[src/rtl/next_pc_sequencer_pkg.sv]
// Shared constants and types for the next-PC / fetch sequencer.
// Select encodings, reset PC, NOP encoding and the fetch-state enum live here.
package next_pc_sequencer_pkg;

    localparam logic [1:0] PC_SEL_PLUS4 = 2'b00;
    localparam logic [1:0] PC_SEL_IMM   = 2'b01;
    localparam logic [1:0] PC_SEL_JALR  = 2'b10;
    localparam logic [1:0] PC_SEL_TRAP  = 2'b11;

    localparam logic [31:0] RESET_PC_DEFAULT = 32'h0040_0000;
    localparam logic [31:0] NOP_INST         = 32'h0000_0013;

    typedef enum logic [1:0] {
        ST_REQ      = 2'b00,
        ST_WAIT_RSP = 2'b01,
        ST_EXEC     = 2'b10,
        ST_HALT     = 2'b11
    } fetch_state_e;

    // A fetch target is legal only when word aligned.
    function automatic logic is_misaligned(input logic [1:0] addr_lsbs);
        return (addr_lsbs != 2'b00);
    endfunction

endpackage

[src/rtl/next_pc_sequencer_mux.sv]
// Combinational next-PC select, target arithmetic and alignment check.
// Optional macro NEXT_PC_TRAP_EN enables the trap-vector select.
module next_pc_mux
    import next_pc_sequencer_pkg::*;
#(
    parameter int XLEN = 32
) (
    input  logic [XLEN-1:0] pc,
    input  logic [1:0]      next_pc_select,
    input  logic [XLEN-1:0] immediate,
    input  logic [XLEN-1:0] jalr_target,
    input  logic [XLEN-1:0] trap_target,
    output logic [XLEN-1:0] pc_plus_4,
    output logic [XLEN-1:0] next_pc,
    output logic            misaligned
);

    localparam logic [XLEN-1:0] JALR_MASK = {{(XLEN-1){1'b1}}, 1'b0};
    localparam logic [XLEN-1:0] TRAP_MASK = {{(XLEN-2){1'b1}}, 2'b00};
    localparam logic [XLEN-1:0] FOUR      = {{(XLEN-3){1'b0}}, 3'b100};

    logic [XLEN-1:0] pc_plus_4_s;
    logic [XLEN-1:0] target_s;
    logic            check_align_s;

    assign pc_plus_4_s = pc + FOUR;

`ifndef NEXT_PC_TRAP_EN
    logic unused_trap_s;
    assign unused_trap_s = ^trap_target;
`endif

    // Select the next PC; the trap vector is forced aligned and bypasses the check.
    always_comb begin
        target_s      = pc_plus_4_s;
        check_align_s = 1'b1;
        case (next_pc_select)
            PC_SEL_PLUS4: begin
                target_s      = pc_plus_4_s;
                check_align_s = 1'b1;
            end
            PC_SEL_IMM: begin
                target_s      = pc + immediate;
                check_align_s = 1'b1;
            end
            PC_SEL_JALR: begin
                target_s      = jalr_target & JALR_MASK;
                check_align_s = 1'b1;
            end
            PC_SEL_TRAP: begin
`ifdef NEXT_PC_TRAP_EN
                target_s      = trap_target & TRAP_MASK;
                check_align_s = 1'b0;
`else
                target_s      = pc_plus_4_s;
                check_align_s = 1'b1;
`endif
            end
            default: begin
                target_s      = pc_plus_4_s;
                check_align_s = 1'b1;
            end
        endcase
    end

    assign pc_plus_4  = pc_plus_4_s;
    assign next_pc    = target_s;
    assign misaligned = check_align_s & is_misaligned(target_s[1:0]);

endmodule

[src/rtl/next_pc_sequencer.sv]
// Multi-cycle fetch sequencer owning the architectural PC and instruction register.
// Optional macro NEXT_PC_TRAP_EN enables select 11 (trap vector); otherwise 11 acts as PC+4.
module next_pc_sequencer
    import next_pc_sequencer_pkg::*;
#(
    parameter int              XLEN     = 32,
    parameter logic [XLEN-1:0] RESET_PC = XLEN'(RESET_PC_DEFAULT)
) (
    input  logic            clock,
    input  logic            reset,
    input  logic [1:0]      next_pc_select,
    input  logic [XLEN-1:0] immediate,
    input  logic [XLEN-1:0] jalr_target,
    input  logic [XLEN-1:0] trap_target,
    input  logic            retire,
    output logic            imem_req_valid,
    input  logic            imem_req_ready,
    output logic [XLEN-1:0] imem_addr,
    input  logic            imem_rsp_valid,
    input  logic [31:0]     imem_rsp_data,
    output logic            inst_valid,
    output logic [31:0]     inst,
    output logic [XLEN-1:0] pc,
    output logic [XLEN-1:0] pc_plus_4,
    output logic            fetch_misaligned
);

    fetch_state_e    state_r;
    logic [XLEN-1:0] pc_r;
    logic [31:0]     inst_r;
    logic            inst_valid_r;
    logic            misaligned_r;

    logic [XLEN-1:0] trap_target_s;
    logic [XLEN-1:0] next_pc_s;
    logic [XLEN-1:0] pc_plus_4_s;
    logic            target_misaligned_s;

`ifdef NEXT_PC_TRAP_EN
    assign trap_target_s = trap_target;
`else
    logic unused_trap_port_s;
    assign unused_trap_port_s = ^trap_target;
    assign trap_target_s      = {XLEN{1'b0}};
`endif

    next_pc_mux #(
        .XLEN(XLEN)
    ) u_next_pc_mux (
        .pc             (pc_r),
        .next_pc_select (next_pc_select),
        .immediate      (immediate),
        .jalr_target    (jalr_target),
        .trap_target    (trap_target_s),
        .pc_plus_4      (pc_plus_4_s),
        .next_pc        (next_pc_s),
        .misaligned     (target_misaligned_s)
    );

    // Fetch FSM: request, wait for response, execute until retire, or halt on a bad target.
    always_ff @(posedge clock) begin
        if (reset) begin
            state_r      <= ST_REQ;
            pc_r         <= RESET_PC;
            inst_r       <= NOP_INST;
            inst_valid_r <= 1'b0;
            misaligned_r <= 1'b0;
        end else begin
            case (state_r)
                ST_REQ: begin
                    if (imem_req_ready) begin
                        if (imem_rsp_valid) begin
                            inst_r       <= imem_rsp_data;
                            inst_valid_r <= 1'b1;
                            state_r      <= ST_EXEC;
                        end else begin
                            state_r <= ST_WAIT_RSP;
                        end
                    end
                end
                ST_WAIT_RSP: begin
                    if (imem_rsp_valid) begin
                        inst_r       <= imem_rsp_data;
                        inst_valid_r <= 1'b1;
                        state_r      <= ST_EXEC;
                    end
                end
                ST_EXEC: begin
                    if (retire) begin
                        inst_valid_r <= 1'b0;
                        if (target_misaligned_s) begin
                            misaligned_r <= 1'b1;
                            state_r      <= ST_HALT;
                        end else begin
                            pc_r    <= next_pc_s;
                            state_r <= ST_REQ;
                        end
                    end
                end
                ST_HALT: begin
                    state_r <= ST_HALT;
                end
                default: begin
                    inst_valid_r <= 1'b0;
                    state_r      <= ST_HALT;
                end
            endcase
        end
    end

    // Request is a decode of the state register, suppressed while reset is held.
    assign imem_req_valid   = (state_r == ST_REQ) & ~reset;
    assign imem_addr        = pc_r;
    assign pc               = pc_r;
    assign pc_plus_4        = pc_plus_4_s;
    assign inst             = inst_r;
    assign inst_valid       = inst_valid_r;
    assign fetch_misaligned = misaligned_r;

endmodule

[config.mk]
export PLATFORM = sky130hd
export DESIGN_NAME = next_pc_sequencer
export DESIGN_NICKNAME = d
export VERILOG_FILES = /design/src/rtl/next_pc_sequencer_pkg.sv /design/src/rtl/next_pc_sequencer_mux.sv /design/src/rtl/next_pc_sequencer.sv
export SDC_FILE = /design/constraint.sdc
export NUM_CORES = 1
export LEC_CHECK = 0
export ABC_CLOCK_PERIOD_IN_PS = 2400
export CAP_MARGIN = 20
export CORE_MARGIN = 1
export CORE_UTILIZATION = 37
export DETAILED_ROUTE_END_ITERATION = 7
export PLACE_DENSITY_LB_ADDON = 0.1
export SYNTH_ARGS = -nofsm -noshare
export SYNTH_HDL_FRONTEND = slang
export SYNTH_SLANG_ARGS = --single-unit
[constraint.sdc]
create_clock -name clock -period 2.4 [get_ports clock]
set_input_delay 0.24 -clock clock [delete_from_list [all_inputs] [get_ports clock]]
set_output_delay 0.24 -clock clock [all_outputs]
set_load 0.1 [all_outputs]
=== Yosys cells after proc, flatten, opt, wreduce, memory -nomap -nowiden ===
Cells that the tools add are included.

* Bits in registers: 68

* Add/sub/neg operators: 2
* Equality and inequality tests: 9
* Muxes and demuxes: 15
* Bitwise logic cells: 4
* Reduce and logical (&&, ||, !) cells: 12

{| class="wikitable"
|+ Operators by type and width
! cell !! count
|-
| $pmux W32 S3 || 1
|-
| $mux W32 || 2
|-
| $pmux W32 S2 || 1
|-
| $add A32 B3 Y32 const B || 1
|-
| $add A32 B32 Y32 || 1
|-
| $reduce_and A3 Y1 || 4
|-
| $mux W2 || 5
|-
| $eq A2 B2 Y1 const B || 4
|-
| $pmux W2 S4 || 1
|-
| $ne A2 B2 Y1 const B || 3
|-
| $eq A2 B1 Y1 const B || 2
|-
| $logic_not A2 Y1 || 2
|-
| $mux W1 || 4
|-
| $reduce_bool A2 Y1 || 2
|-
| $reduce_or A4 Y1 || 1
|-
| $pmux W1 S3 || 1
|-
| $reduce_bool A3 Y1 || 1
|-
| $and A1 B1 Y1 || 2
|-
| $not A1 Y1 || 2
|-
| $reduce_and A2 Y1 || 1
|-
| $reduce_or A2 Y1 || 1
|}

=== Logic depth before layout (Yosys ltp) ===
Gate-level depths: netlist (run 1).

* Depth after elaboration: 8
* Mapped depth: 13
* Depth with buffers taken out: 12

=== Hierarchy ===
A second synthesis (run 1) with hierarchy kept.

* Cells, all modules: 762
* Area total of the unflattened synthesis: 5721.7 sq um

{| class="wikitable"
|+ Modules (own cells, without submodules)
! module !! instances !! cells each !! area each (sq um)
|-
| next_pc_sequencer || 1 || 339 || 2884.0
|-
| next_pc_mux || 1 || 423 || 2837.7
|}

=== Least setup slack after synthesis (run 1) ===
Ideal clock, no wire load.

* Path type: reg-to-reg
* Start: register pc_r[4], in the netlist imem_addr[4]
* End: register pc_r[21], in the netlist imem_addr[21]
* Arrival: 4313 ps
* Data required time: 2340 ps
* Setup slack: -1973 ps
* Cell stages (with the launch flop): 10
* Path buffers: 0
* Cells stage by stage: dfxtp_1 > nand3_1 > nor2_2 > nand2_1 > nor3_2 > nand3_1 > xnor2_1 > a221oi_1 > a2111oi_0 > a21o_1

* Longest elaborated chain between the ends: 2
* Elaborated cells on any way between the ends: 3
* Classes of those cells: add/sub: 2; mux: 1

{| class="wikitable"
|+ Ends and longest elaborated chain
! what !! RTL line !! text
|-
| from (decl) || next_pc_sequencer.sv:29 || <nowiki>logic [XLEN-1:0] pc_r;</nowiki>
|-
| from (signal assigned) || next_pc_sequencer.sv:95 || <nowiki>pc_r <= next_pc_s;</nowiki>
|-
| $add A32 B3 Y32 || next_pc_sequencer_mux.sv:26 || <nowiki>assign pc_plus_4_s = pc + FOUR;</nowiki>
|-
| named net pc_plus_4[21] || next_pc_sequencer.sv:24 || <nowiki>output logic [XLEN-1:0] pc_plus_4,</nowiki>
|-
| $pmux W32 S3 || next_pc_sequencer_mux.sv:37 || <nowiki>case (next_pc_select)</nowiki>
|}

The timed path passes the listed nets, and every way through them passes these cells.
A chain may end at the register's enable or synchronous reset.

=== Worst setup path after layout (run 1) ===
* Start: register pc_r[5], in the netlist imem_addr[5]
* End: register pc_r[18], in the netlist imem_addr[18]

* Longest elaborated chain between the ends: 2
* Elaborated cells on any way between the ends: 3
* Classes of those cells: add/sub: 2; mux: 1

{| class="wikitable"
|+ Ends and longest elaborated chain
! what !! RTL line
|-
| $add A32 B3 Y32 / $add A32 B32 Y32 (equally long branches) || next_pc_sequencer_mux.sv:26, next_pc_sequencer_mux.sv:43
|-
| $pmux W32 S3 * || next_pc_sequencer_mux.sv:37
|}

Mark *: on every way between the ends. The rest lies on a longest branch, timed or not.

==> results of run 1 <==
==> worst paths after layout <==
path,from,end,depth (start not counted)
setup / recovery,imem_addr[5],imem_addr[18],11
hold / removal,reset,inst[14],2
setup reg to reg,imem_addr[5],imem_addr[18],11
hold reg to reg,inst[5],inst[5],2
==> metal layers <==
metal  wire length, um  track usage
met1              8840        0.347
met2             10600        0.488
met3              1450       0.0562
met4               483        0.102
met5                 0            0
==> worst max-delay path: cells and delay by family, from the launching register on <==
kind            cells  cell delay (ns)
compound gates      7             1.40
fa+ha+maj           1             0.23
flops               1             0.35
xor+xnor            1             0.16
buf+inv             1             0.15
simple gates        1             0.07
==> cell usage after synthesis, types with 17 or more instances <==
library cell | n | area [sq um]
a21oi_1 | 87 | 435
xnor2_1 | 30 | 263
clkbuf_1 | 29 | 109
a221oi_1 | 17 | 149
nor2_1 | 53 | 199
xor2_1 | 21 | 184
nand2_1 | 112 | 420
a21o_1 | 17 | 128
buf_4 | 34 | 255
nand3_1 | 19 | 95.1
inv_1 | 18 | 67.6
ha_1 | 34 | 425
o21ai_0 | 17 | 85.1
dfxtp_1 | 68 | 1360
==> power by group <==
part           total (mW)  internal [mW]  switching [mW]  leakage, nW
registers            1.21           1.16          0.0515        0.575
clock network        1.40          0.822           0.574        0.152
logic                1.72          0.620            1.10         3.86
total                4.33           2.60            1.72         4.59
==> cell families (layout without fill, tap and decap cells) <==
family | Yosys count | in the layout | synth area share
fa+ha+maj | 35 | 35 | 0.0835
mux | 3 | 3 | 0.00586
buf+inv | 85 | 435 | 0.0842
flops | 68 | 68 | 0.255
simple gates | 252 | 252 | 0.218
xor+xnor | 53 | 53 | 0.0898
compound gates | 213 | 213 | 0.263
==> flip-flops by register name, indices dropped and copies added (netlist names) <==
signal and cells:
inst_valid 1, inst 32, fetch_misaligned 1, imem_addr 32
state_r 2
==> metrics by stage <==
step / instance area (sq um) / utilization / TNS, ns
final: 10400 / 0.741 / -0.378
after global routing: 10400 / 0.741 / -1.90
after CTS: 9990 / 0.714 / -0.301
after detailed placement: 9230 / 0.660 / -10.02
after global placement: 9230 / 0.660 / -9.02
after floorplan: 6110 / - / -3.51
==> cell type report <==
class                      instances  area share
sequential                        68       0.141
clock inverter                     7     0.00772
inverter                          19     0.00688
tap                              180      0.0217
multi-input combinational        556       0.448
clock buffer                       9      0.0217
timing repair buffer             400       0.353
==> repair_timing <==
| item | 4_1_cts | 5_1_grt |
|---|---|---|
| setup endpoints to repair | 33 | 36 |
| pin swaps | 32 | 38 |
| buffers inserted | 26 | 15 |
| gates cloned | 0 | 0 |
| resized for setup | 55 | 53 |
==> qor.yml, run 1 <==
timing:
  slew_headroom: 0.597
  finalSetupViolations: 11
  fin_hold_ws_ns: 0.327
  min_period_over_period: 1.03
  hold_viol: 0
  worst_slew_pin_slew_ns: 0.605
  fmaxAchievable_mhz: 405
  slew_violations: 0
  fin_skew_ns: 0.00748
  final.setup.worst_slack_ns: -0.0690
  fin_crit_ns: 2.47
  rsz0062_at_grt: "yes"
grt:
  antenna_found_initial: 0
  grt_usage: 0.283
  grt_pass1_wl_mm: 33.1
  grt_pass1_vias: 6559
  overflow: 0
  grt_max_degree: 34
critical_path:
  endpoint_kind: "register"
  worstSetupPathType: "register to register"
  cp_slowest_cell: "dfxtp_4"
  crit_chain: "ha_4 -> a21o_1 -> a211o_1 -> o21ai_2 -> o21ai_2 -> buf_4 -> o31a_1 -> a21oi_2 -> xor2_1 -> nand2_1 -> a32o_1"
  worstPathMaxFanout: 3
  required_ns: 2.63
  path_common_cell: "o21ai_2"
  cp-start-kind: "register"
  critPathMaxStageDelay_ns: 0.35
  critical_path_arrival_ns: 2.70
  rrSetupSlack_ns: -0.07
power:
  p_leak_nw: 4.59
  cellPowerDensity_nw_per_um2: 417
  ir_worst_vdd_mv: 0.307
  finalPower_mw: 4.33
clocking:
  clk_latency_ns: 0.34
  clock_sinks: 68
  clock_path_buffers: 2
  cts_tree: "yes"
  clk_pin_slew_ns: 0.06
  htree_levels: 3
  cts_hold_buf: 0
  clock-root-buffer: "clkbuf_16"
  cts_made_buffers: 9
die:
  dieHeight_um: 122
  io_pins: 266
  die_area_sq_um: 14900
  core_sq_um: 14000
  fp.dieW_um: 122
  rows: 43
  initial_utilization: 0.381
drt:
  firstDrtPassIters: 5
  drc_errors: 0
  routedWlPerCell_um: 17.3
  ant_nets: 0
  wl_mm: 21.4
  avgViaCountPerCell: 5.43
  first_iter_violations: 414
  vias: 6725
logic_synthesis:
  netlist_instances: 709
  synth_fp_nets: 879
  synth_seq_cells: 68
  synth_ff_type: "dfxtp_1"
  synth_edf_count: 0
  ys_seq_area_frac: 0.255
  yosysUniqueCellTypes: 66
  netlist_area_sq_um: 5330
  synth_area_per_cell_sq_um: 7.52
  ys_async_sr_fraction: 0
  yosys_warnings: 0
finish:
  fillers: 1053
  drive_above_1_share: 0.449
  fin_nets: 1224
  multi_input_area_sq_um: 4640
  seq_area_sq_um: 1460
  area_growth_syn_to_layout_pct: 94.3
  final_cells: 1239
  final_cell_mix: "254 x buf_4, 103 x nand2_1, 94 x clkdlybuf4s50_1, 79 x a21oi_1, 43 x nor2_1"
  layout_commonest_cell: "buf_4"
  n_antenna_cell: 0
flow_run:
  cap_viol_max_count: 0
min_path:
  hold_path_class: "primary input to register"
place:
  dp_hpwl_mm: 15.8
  place_ws_ns: -0.566
  port_buffers: 232
  place_inst: 1185
  gp_congestion: 0.931
status:
  violations: "negative setup slack"
  status: "complete, but fails checks"
Note: power is estimated with default switching activity, not from simulation.
==> run 2: changes to the inputs <==
- CORE_MARGIN: 1 -> 2
==> run 2 against run 1 <==
Effect of this change:
- the run still ends with negative setup slack left
- design area shrank 0.29%
- clock skew increased by 0.0028 ns
- via count hardly changed
- critical path type unchanged
==> qor.yml, run 2 (synthesis results as in run 1) <==
status:
  status: "complete, but fails checks"
  violations: "negative setup slack"
drt:
  ant_nets: 0  # unchanged
  wl_met2_mm: 10.9  # +2.9%
  route.met3.wl_mm: 1.49  # +3.1%
  vias: 6728  # +0.045%
  routedWlPerCell_um: 17.8  # +3.0%
  dr.max_layer_used: "met4"
  firstDrtPassIters: 5  # unchanged
  wl_mm: 22.1  # +3.1%
  drc_errors: 0  # unchanged
  avgViaCountPerCell: 5.42  # -0.12%
  met1_length_mm: 9.10  # +3.0%
  first_iter_violations: 490  # +18%
place:
  port_buffers: 232  # unchanged
  dp_hpwl_mm: 16.1  # +1.7%
  gp_congestion: 0.953  # +2.3%
finish:
  area_growth_syn_to_layout_pct: 93.8
  fin_util: 0.739  # -0.00215
  n_antenna_cell: 0  # unchanged
  layout_commonest_cell: "buf_4"
  final_cell_mix: "252 x buf_4, 104 x nand2_1, 95 x clkdlybuf4s50_1, 80 x a21oi_1, 43 x nor2_1"
  drive_above_1_share: 0.444  # -0.00462
  fin_nets: 1226  # +0.16%
die:
  die_area_sq_um: 15400  # +3.3%
  initial_utilization: 0.381  # unchanged
  core_sq_um: 14000  # unchanged
  rows: 43  # unchanged
  dieHeight_um: 124  # +1.6%
  io_pins: 266  # unchanged
  fp.dieW_um: 124  # +1.6%
clocking:
  clk_pin_slew_ns: 0.06  # about the same
  clock-root-buffer: "clkbuf_16"
  clock_path_buffers: 2  # unchanged
  clock_sinks: 68  # unchanged
  cts_tree: "yes"
  cts_hold_buf: 0  # unchanged
  htree_levels: 3  # unchanged
  cts_made_buffers: 9  # unchanged
  clk_latency_ns: 0.35  # about the same
grt:
  antenna_found_initial: 0  # unchanged
  grt_max_degree: 34  # unchanged
  grt_usage: 0.275  # -0.00839
  grt_pass1_wl_mm: 32.9  # -0.54%
  overflow: 0  # unchanged
  grt_pass1_vias: 6638  # +1.2%
timing:
  min_period_over_period: 1.03  # +0.00290
  tns_ns: -0.300  # +0.0780 ns
  finalSetupViolations: 6  # -5
  slew_violations: 0  # unchanged
  fin_hold_ws_ns: 0.341  # +0.0147 ns
  worst_slew_pin_slew_ns: 0.610  # +0.00503 ns
  final.setup.worst_slack_ns: -0.0759  # -0.00696 ns
  fin_crit_ns: 2.48  # +0.00696 ns
  hold_viol: 0  # unchanged
  fin_skew_ns: 0.0103  # +0.00278 ns
  fmaxAchievable_mhz: 404  # -0.28%
  rsz0062_at_grt: "yes"
  slew_headroom: 0.593  # -0.00335
critical_path:
  required_ns: 2.60  # -0.03 ns
  critical_path_arrival_ns: 2.67  # -0.03 ns
  cp-start-kind: "register"
  worstPathMaxFanout: 3  # unchanged
  worstSetupPathType: "register to register"
  endpoint_kind: "register"
power:
  p_leak_nw: 4.60  # +0.24%
  cellPowerDensity_nw_per_um2: 414  # -0.92%
  ir_worst_vdd_mv: 0.342  # +11%
  finalPower_mw: 4.28  # -1.2%
flow_run:
  cap_viol_max_count: 0  # unchanged
min_path:
  hold_path_class: "primary input to register"
==> run 2: cell types whose count changed in the layout (fill, tap and decap cells not counted), moves of 3 or more <==
cell     delta
buf_6       +5
inv_6       -3
ha_1        +8
ha_4        -5
ha_2        -3
nand3_2     -3
==> run 2: where the power goes <==
| group | internal (mW) | leakage (nW) | switching, mW |
|---|---|---|---|
| Clock | 0.768 | 0.148 | 0.571 |
| Sequential | 1.16 | 0.575 | 0.0497 |
| Combinational | 0.615 | 3.88 | 1.11 |
| Total | 2.55 | 4.60 | 1.73 |
==> run 2: final cells by class <==
type / count / area, sq um
clock buffer: 10 / 250
clock inverter: 6 / 45.0
fill: 1012 / 3650
inverter: 19 / 71.3
multi-input combinational: 556 / 4590
sequential: 68 / 1460
tap: 180 / 225
timing repair buffer: 402 / 3690
==> run 2: worst paths after layout <==
path / endpoint / slack (ns) / from / cells past startpoint
setup / recovery: imem_addr[19] / -0.08 / imem_addr[13] / 10
hold / removal: imem_addr[7] / 0.34 / reset / 2
setup reg to reg: imem_addr[19] / -0.08 / imem_addr[13] / 10
hold reg to reg: inst[25] / 0.46 / inst[25] / 2
==> run 2: per-stage QoR <==
step           cell area, sq um  setup slack [ns]  std cells
2_1_floorplan              6110            -0.444        709
3_3_place_gp               9160            -0.451       1176
3_5_place_dp               9160            -0.565       1176
4_1_cts                    9990           -0.0572       1226
5_1_grt                   10300            -0.194       1241
6_report                  10300           -0.0759       1241
==> run 2: critical path: stages (launching register included) <==
cell and delay (ns):
dfxtp_4 0.34, ha_1 0.31, and3_4 0.20, nand4_1 0.12, buf_4 0.17, o211ai_4 0.22
buf_4 0.15, buf_6 0.10, a21oi_1 0.07, xor2_1 0.18, a2111oi_1 0.46
==> run 2: what timing repair did <==
item / in CTS / in global routing
pin swaps: 40 / 48
gates resized for setup: 58 / 47
gates cloned: 0 / 0
buffers inserted: 34 / 18
endpoints found under the setup margin: 31 / 38
==> run 2: metal layers <==
| metal | track usage | vias up |
|---|---|---|
| met3 | 0.0481 | 44 |
| met5 | 0 | - |
| li1 | - | 3232 |
| met4 | 0.107 | 0 |
| met2 | 0.474 | 286 |
| met1 | 0.340 | 3166 |
